===== config.mk =====
export PLATFORM = sky130hd
export DESIGN_NAME = flag_event_queue_flat
export DESIGN_NICKNAME = d
export VERILOG_FILES = /design/src/rtl/flag_event_queue_pkg.sv /design/src/rtl/flag_event_queue_if.sv /design/src/rtl/flag_event_queue.sv /design/src/flat_wrapper.sv
export SDC_FILE = /design/constraint.sdc
export NUM_CORES = 1
export LEC_CHECK = 0
export BUFFER_PORTS_ARGS = -buffer_cell sky130_fd_sc_hd__buf_2
export CAP_MARGIN = 30
export CORE_AREA = 2 2 39 41
export DETAILED_ROUTE_END_ITERATION = 12
export DIE_AREA = 0 0 41 43
export PLACE_DENSITY = 0.62
export SLEW_MARGIN = 20
export SYNTH_ARGS = -nofsm -noshare
export SYNTH_HDL_FRONTEND = slang
export SYNTH_SLANG_ARGS = --single-unit

===== constraint.sdc =====
create_clock -name clk -period 1.4 [get_ports clk]
set_input_delay 0.28 -clock clk [delete_from_list [all_inputs] [get_ports clk]]
set_output_delay 0.28 -clock clk [all_outputs]
set_load 0.005 [all_outputs]

===== src/rtl/flag_event_queue_pkg.sv =====
// Shared types and constants for the flag event queue.
package flag_event_pkg;

    typedef enum logic [1:0] {
        IDLE  = 2'd0,
        OFFER = 2'd1,
        GAP   = 2'd2
    } flag_event_state_e;

    // Widths of the optional statistics counters.
    localparam int unsigned TOTAL_W = 16;
    localparam int unsigned DROP_W  = 8;

endpackage


===== src/rtl/flag_event_queue_if.sv =====
// Event-side bundle of the flag event queue.
// With FLAG_EVENT_QUEUE_STATS_EN defined it also carries the statistics outputs.
interface flag_event_queue_if
    import flag_event_pkg::*;
#(
    parameter int unsigned CNT_W = 4
);
    logic             flag_in;
    logic             clear;
    logic             evt_valid;
    logic             evt_ready;
    logic [CNT_W-1:0] pending;
    logic             overflow;
`ifdef FLAG_EVENT_QUEUE_STATS_EN
    logic [TOTAL_W-1:0] total_events;
    logic [DROP_W-1:0]  drop_count;
`endif

    // The queue side drives the event offer and the status.
    modport master (
        input  flag_in, clear, evt_ready,
        output evt_valid, pending, overflow
`ifdef FLAG_EVENT_QUEUE_STATS_EN
        , output total_events, drop_count
`endif
    );

    // The producer/consumer side.
    modport slave (
        output flag_in, clear, evt_ready,
        input  evt_valid, pending, overflow
`ifdef FLAG_EVENT_QUEUE_STATS_EN
        , input total_events, drop_count
`endif
    );
endinterface


===== src/rtl/flag_event_queue.sv =====
// Buffers crossed flag pulses as a saturating count and hands them out one at a
// time over valid/ready, with HOLDOFF idle cycles forced after each accept.
// Optional statistics outputs: FLAG_EVENT_QUEUE_STATS_EN.
module flag_event_queue
    import flag_event_pkg::*;
#(
    parameter int unsigned CNT_W   = 4,
    parameter int unsigned HOLDOFF = 2
) (
    input  logic                clk,
    input  logic                reset_n,
    flag_event_queue_if.master  bus
);
    // Gap counter is loaded with HOLDOFF-1 and counts down to zero.
    localparam int unsigned GAP_LOAD = (HOLDOFF > 0) ? HOLDOFF - 1 : 0;
    localparam int unsigned GAP_W    = (GAP_LOAD == 0) ? 1 : $clog2(GAP_LOAD + 1);
    localparam logic [CNT_W-1:0] CNT_MAX = {CNT_W{1'b1}};

    flag_event_state_e state_q, state_d;
    logic [GAP_W-1:0]  gap_q, gap_d;
    logic [CNT_W-1:0]  pending_q, pending_d;
    logic              overflow_q, overflow_d;
    logic              accept;
    logic              drop;

    assign accept = (state_q == OFFER) && bus.evt_ready;

    // Pending count and sticky overflow; clear wins over flag and accept.
    always_comb begin
        pending_d  = pending_q;
        overflow_d = overflow_q;
        drop       = 1'b0;
        if (bus.clear) begin
            pending_d  = '0;
            overflow_d = 1'b0;
        end else if (bus.flag_in && !accept) begin
            if (pending_q == CNT_MAX) begin
                overflow_d = 1'b1;
                drop       = 1'b1;
            end else begin
                pending_d = pending_q + CNT_W'(1);
            end
        end else if (accept && !bus.flag_in) begin
            pending_d = pending_q - CNT_W'(1);
        end
    end

    // Next-state logic for the offer/holdoff sequencer.
    always_comb begin
        state_d = state_q;
        gap_d   = gap_q;
        if (bus.clear) begin
            state_d = IDLE;
            gap_d   = '0;
        end else begin
            unique case (state_q)
                IDLE: begin
                    if (pending_q != '0 || bus.flag_in) state_d = OFFER;
                end
                OFFER: begin
                    if (accept) begin
                        if (HOLDOFF > 0) begin
                            state_d = GAP;
                            gap_d   = GAP_W'(GAP_LOAD);
                        end else begin
                            state_d = (pending_d != '0) ? OFFER : IDLE;
                        end
                    end
                end
                GAP: begin
                    if (gap_q == '0) begin
                        state_d = (pending_d != '0) ? OFFER : IDLE;
                    end else begin
                        gap_d = gap_q - GAP_W'(1);
                    end
                end
                default: begin
                    state_d = IDLE;
                    gap_d   = '0;
                end
            endcase
        end
    end

    // State, gap timer and counters; reset overrides everything.
    always_ff @(posedge clk) begin
        if (!reset_n) begin
            state_q    <= IDLE;
            gap_q      <= '0;
            pending_q  <= '0;
            overflow_q <= 1'b0;
        end else begin
            state_q    <= state_d;
            gap_q      <= gap_d;
            pending_q  <= pending_d;
            overflow_q <= overflow_d;
        end
    end

    // Outputs decoded from registered state.
    always_comb begin
        bus.evt_valid = (state_q == OFFER);
        bus.pending   = pending_q;
        bus.overflow  = overflow_q;
    end

`ifdef FLAG_EVENT_QUEUE_STATS_EN
    logic [TOTAL_W-1:0] total_q, total_d;
    logic [DROP_W-1:0]  drops_q, drops_d;

    // Total wraps and ignores clear; drop count saturates and is flushed by clear.
    always_comb begin
        total_d = total_q + (bus.flag_in ? TOTAL_W'(1) : TOTAL_W'(0));
        drops_d = drops_q;
        if (bus.clear) begin
            drops_d = '0;
        end else if (drop && drops_q != {DROP_W{1'b1}}) begin
            drops_d = drops_q + DROP_W'(1);
        end
    end

    // Statistics registers.
    always_ff @(posedge clk) begin
        if (!reset_n) begin
            total_q <= '0;
            drops_q <= '0;
        end else begin
            total_q <= total_d;
            drops_q <= drops_d;
        end
    end

    // Statistics outputs.
    always_comb begin
        bus.total_events = total_q;
        bus.drop_count   = drops_q;
    end
`else
    logic unused_drop;
    assign unused_drop = drop;
`endif

endmodule

===== src/flat_wrapper.sv =====
// flat-port wrapper written by rule: the top's interface ports become plain ports
module flag_event_queue_flat import flag_event_pkg::*;
#(
    parameter int unsigned CNT_W   = 4,
    parameter int unsigned HOLDOFF = 2
)
  (clk, reset_n, bus_flag_in, bus_clear, bus_evt_ready, bus_evt_valid, bus_pending, bus_overflow);
  flag_event_queue_if #(.CNT_W(CNT_W)) bus_i ();
  input  logic clk;
  input  logic reset_n;
  input wire logic [$bits(bus_i.flag_in)-1:0] bus_flag_in;
  input wire logic [$bits(bus_i.clear)-1:0] bus_clear;
  input wire logic [$bits(bus_i.evt_ready)-1:0] bus_evt_ready;
  output wire logic [$bits(bus_i.evt_valid)-1:0] bus_evt_valid;
  output wire logic [$bits(bus_i.pending)-1:0] bus_pending;
  output wire logic [$bits(bus_i.overflow)-1:0] bus_overflow;
  assign bus_i.flag_in = bus_flag_in;
  assign bus_i.clear = bus_clear;
  assign bus_i.evt_ready = bus_evt_ready;
  assign bus_evt_valid = bus_i.evt_valid;
  assign bus_pending = bus_i.pending;
  assign bus_overflow = bus_i.overflow;
  flag_event_queue #(.CNT_W(CNT_W), .HOLDOFF(HOLDOFF)) u_core (.clk(clk), .reset_n(reset_n), .bus(bus_i));
endmodule

==> qor.yml <==
status: "complete, but fails checks"
violations: "setup timing"
yosys-top-cells-area: "dfxtp_1, ha_1, nand2b_1, o21ai_0, nand3b_4"
pwr-share-clk: 0.341
cts_made_buffers: 3
yosys.area.top_type_share: 0.313
dieHeight_um: 43
crit_fanout: 6
path_clk_slew_ps: 60
seq_power_share: 0.432
yosysMostFrequentCell: "dfxtp_1"
maxSlewViolCount: 0
max-cap-violations: 0
cts_root_buffer: "clkbuf_4"
core_um2: 1380
rows: 14
antenna_cells: 0
totalPowerFinal_uw: 569
vias: 531
critPathArrivalTime_ps: 1590
finalSetupViolCount: 1
synthCells: 61
grt_pass1_vias: 479
viasPerCell: 5.06
grt_pass1_wl_mm: 2.01
cts_tree: "yes"
fmaxAchievable_mhz: 691
synth.yosys.warnings: 0
finalWorstSetupSlack_ps: -46.2
intPower_uw: 414
synth_area_leader_cell: "dfxtp_1"
gr-total-overflow: 0
path_class: "flop to flop"
ant_nets: 0
syn-cell-area_um2: 512
slew_headroom: 0.841
combPwrFrac: 0.227
synthArstFlopShare: 0
crit_path_end_kind: "flop"
start_util: 0.370
grt_max_degree: 10
peakVddDrop_mv: 0.399
drc: 0
cp-start-kind: "flop"
clock_skew_ps: 13.2
p_leak_uw: 0.000369
grt.total_usage: 0.180
drt-initial-drc-count: 6
ys_types: 30
clockBufferDepth: 2
io_pins: 11
synthFlopType: "dfxtp_1"
ys_top_cells_by_count: "dfxtp_1, nor2_1, o21ai_0"
wl_per_cell_um: 12.4
ff2ff_setup_slack_ps: -50
cellPowerDensity_nw_per_um2: 686
drt_wl_total_mm: 1.30
synth_enable_flop_cells: 0
htreeDepth: 1
die_w_um: 41
required_ps: 1540
num-nets-final: 98
netSwitchingPower_uw: 155
hp-class: "input pin to flop"
gp_congestion: 0.795
swShare: 0.273
fin_crit_sh: 1.03
clk-insertion-delay-late_ps: 270
antenna_found_initial: 0
worst_slew_pin_slew_ps: 238
synth_nets: 69
syn_area_per_cell_um2: 8.39
hold_violations: 0
drive_above_1_share: 0.539
drt-pass1-iter-count: 4
clock_sinks: 8
io_buffers: 10
areaGrowthSynthToFinish_pct: 62.1
dpl.hpwl_um: 938
ys_seq_area_frac: 0.313
period_needed_ps: 1450
dp_slack_ps: -65.1
rsz0062_at_grt: "yes"
die_area_um2: 1760
synth-seq-cells: 8
## timing repair
action                     CTS  global route
hold buffers                 0             0
setup endpoints to repair    1             3
gates resized for setup      6            10
pin swaps                    4             6
setup buffers                2             2
## flip-flops by register name, summed over array words and instances, names as in the netlist
register	flops
u_core.state_q	2
u_core.bus.overflow	1
u_core.gap_q	1
u_core.bus.pending	4
## path summary, 6_finish.rpt
kind                              start               endpoint  cells after the start
hold / removal                  reset_n  u_core.bus.pending[3]                      2
setup / recovery  u_core.bus.pending[1]      u_core.state_q[0]                      6
hold reg to reg     u_core.bus.overflow    u_core.bus.overflow                      1
setup reg to reg  u_core.bus.pending[1]      u_core.state_q[0]                      6
## routing by layer
layer,part of all wire,vias up,GRT usage
met5,0,-,0
met1,0.41,236,0.189
met3,0.049,5,0.0628
met4,0.029,0,0.140
li1,-,278,-
met2,0.51,12,0.275
## logic make-up after synthesis
logic type,synth area share
AND/OR/NAND/NOR,0.330
multiplexers,0.0196
XOR/XNOR,0.0342
flip-flops,0.313
AO/OA/AOI/OAI,0.183
adder cells (fa/ha/maj),0.0734
buffers and inverters,0.0464
## layout by cell type, fill, tap and decap left out, types with 2 or more instances in the layout
master     n
buf_4     15
a21oi_1    2
nand2_1    3
nand3b_1   2
buf_2     10
dfxtp_2    2
nand2b_1   4
a31oi_1    2
o21ai_2    2
ha_4       3
o21ai_1    3
dfxtp_4    2
and2_1     2
nand3_2    2
inv_4      2
dfxtp_1    4
clkbuf_4   3
nor2_1     5
a211oi_1   2
## cell type report
type	count	area [µm²]
inverters	3	16.3
fillers	132	554
well taps	16	20.0
flip-flops and latches	8	170
multi-input cells	48	423
clock buffers	4	26.3
repair buffers	26	174
## stage by stage
| step | instances | area, µm² | setup TNS [ps] | hold WS (ps) | utilization |
|---|---|---|---|---|---|
| after global placement | 97 | 714 | -51.9 | 443 | 0.516 |
| after CTS | 103 | 768 | -38.2 | 219 | 0.555 |
| final | 105 | 830 | -46.2 | 227 | 0.599 |
| after detailed placement | 97 | 714 | -65.1 | 452 | 0.516 |
| after global routing | 105 | 830 | -178 | 229 | 0.599 |
| after floorplan | 61 | 567 | 0 | 402 | - |
## worst max-delay path: stages, from the launching register on
cell	delay, ps
dfxtp_4	380
inv_4	90
ha_4	120
or4b_4	440
o21ai_2	120
o21ai_1	70
o311a_1	100
## power by group through the flow
stage | clock network, µW | registers [µW] | logic (µW)
floorplan | 0 | 250 | 61.9
global placement | 0 | 249 | 104
detailed placement | 0 | 250 | 104
CTS | 203 | 245 | 113
global route | 216 | 247 | 144
finish | 194 | 246 | 129
Power figures use the tool's default switching activity.
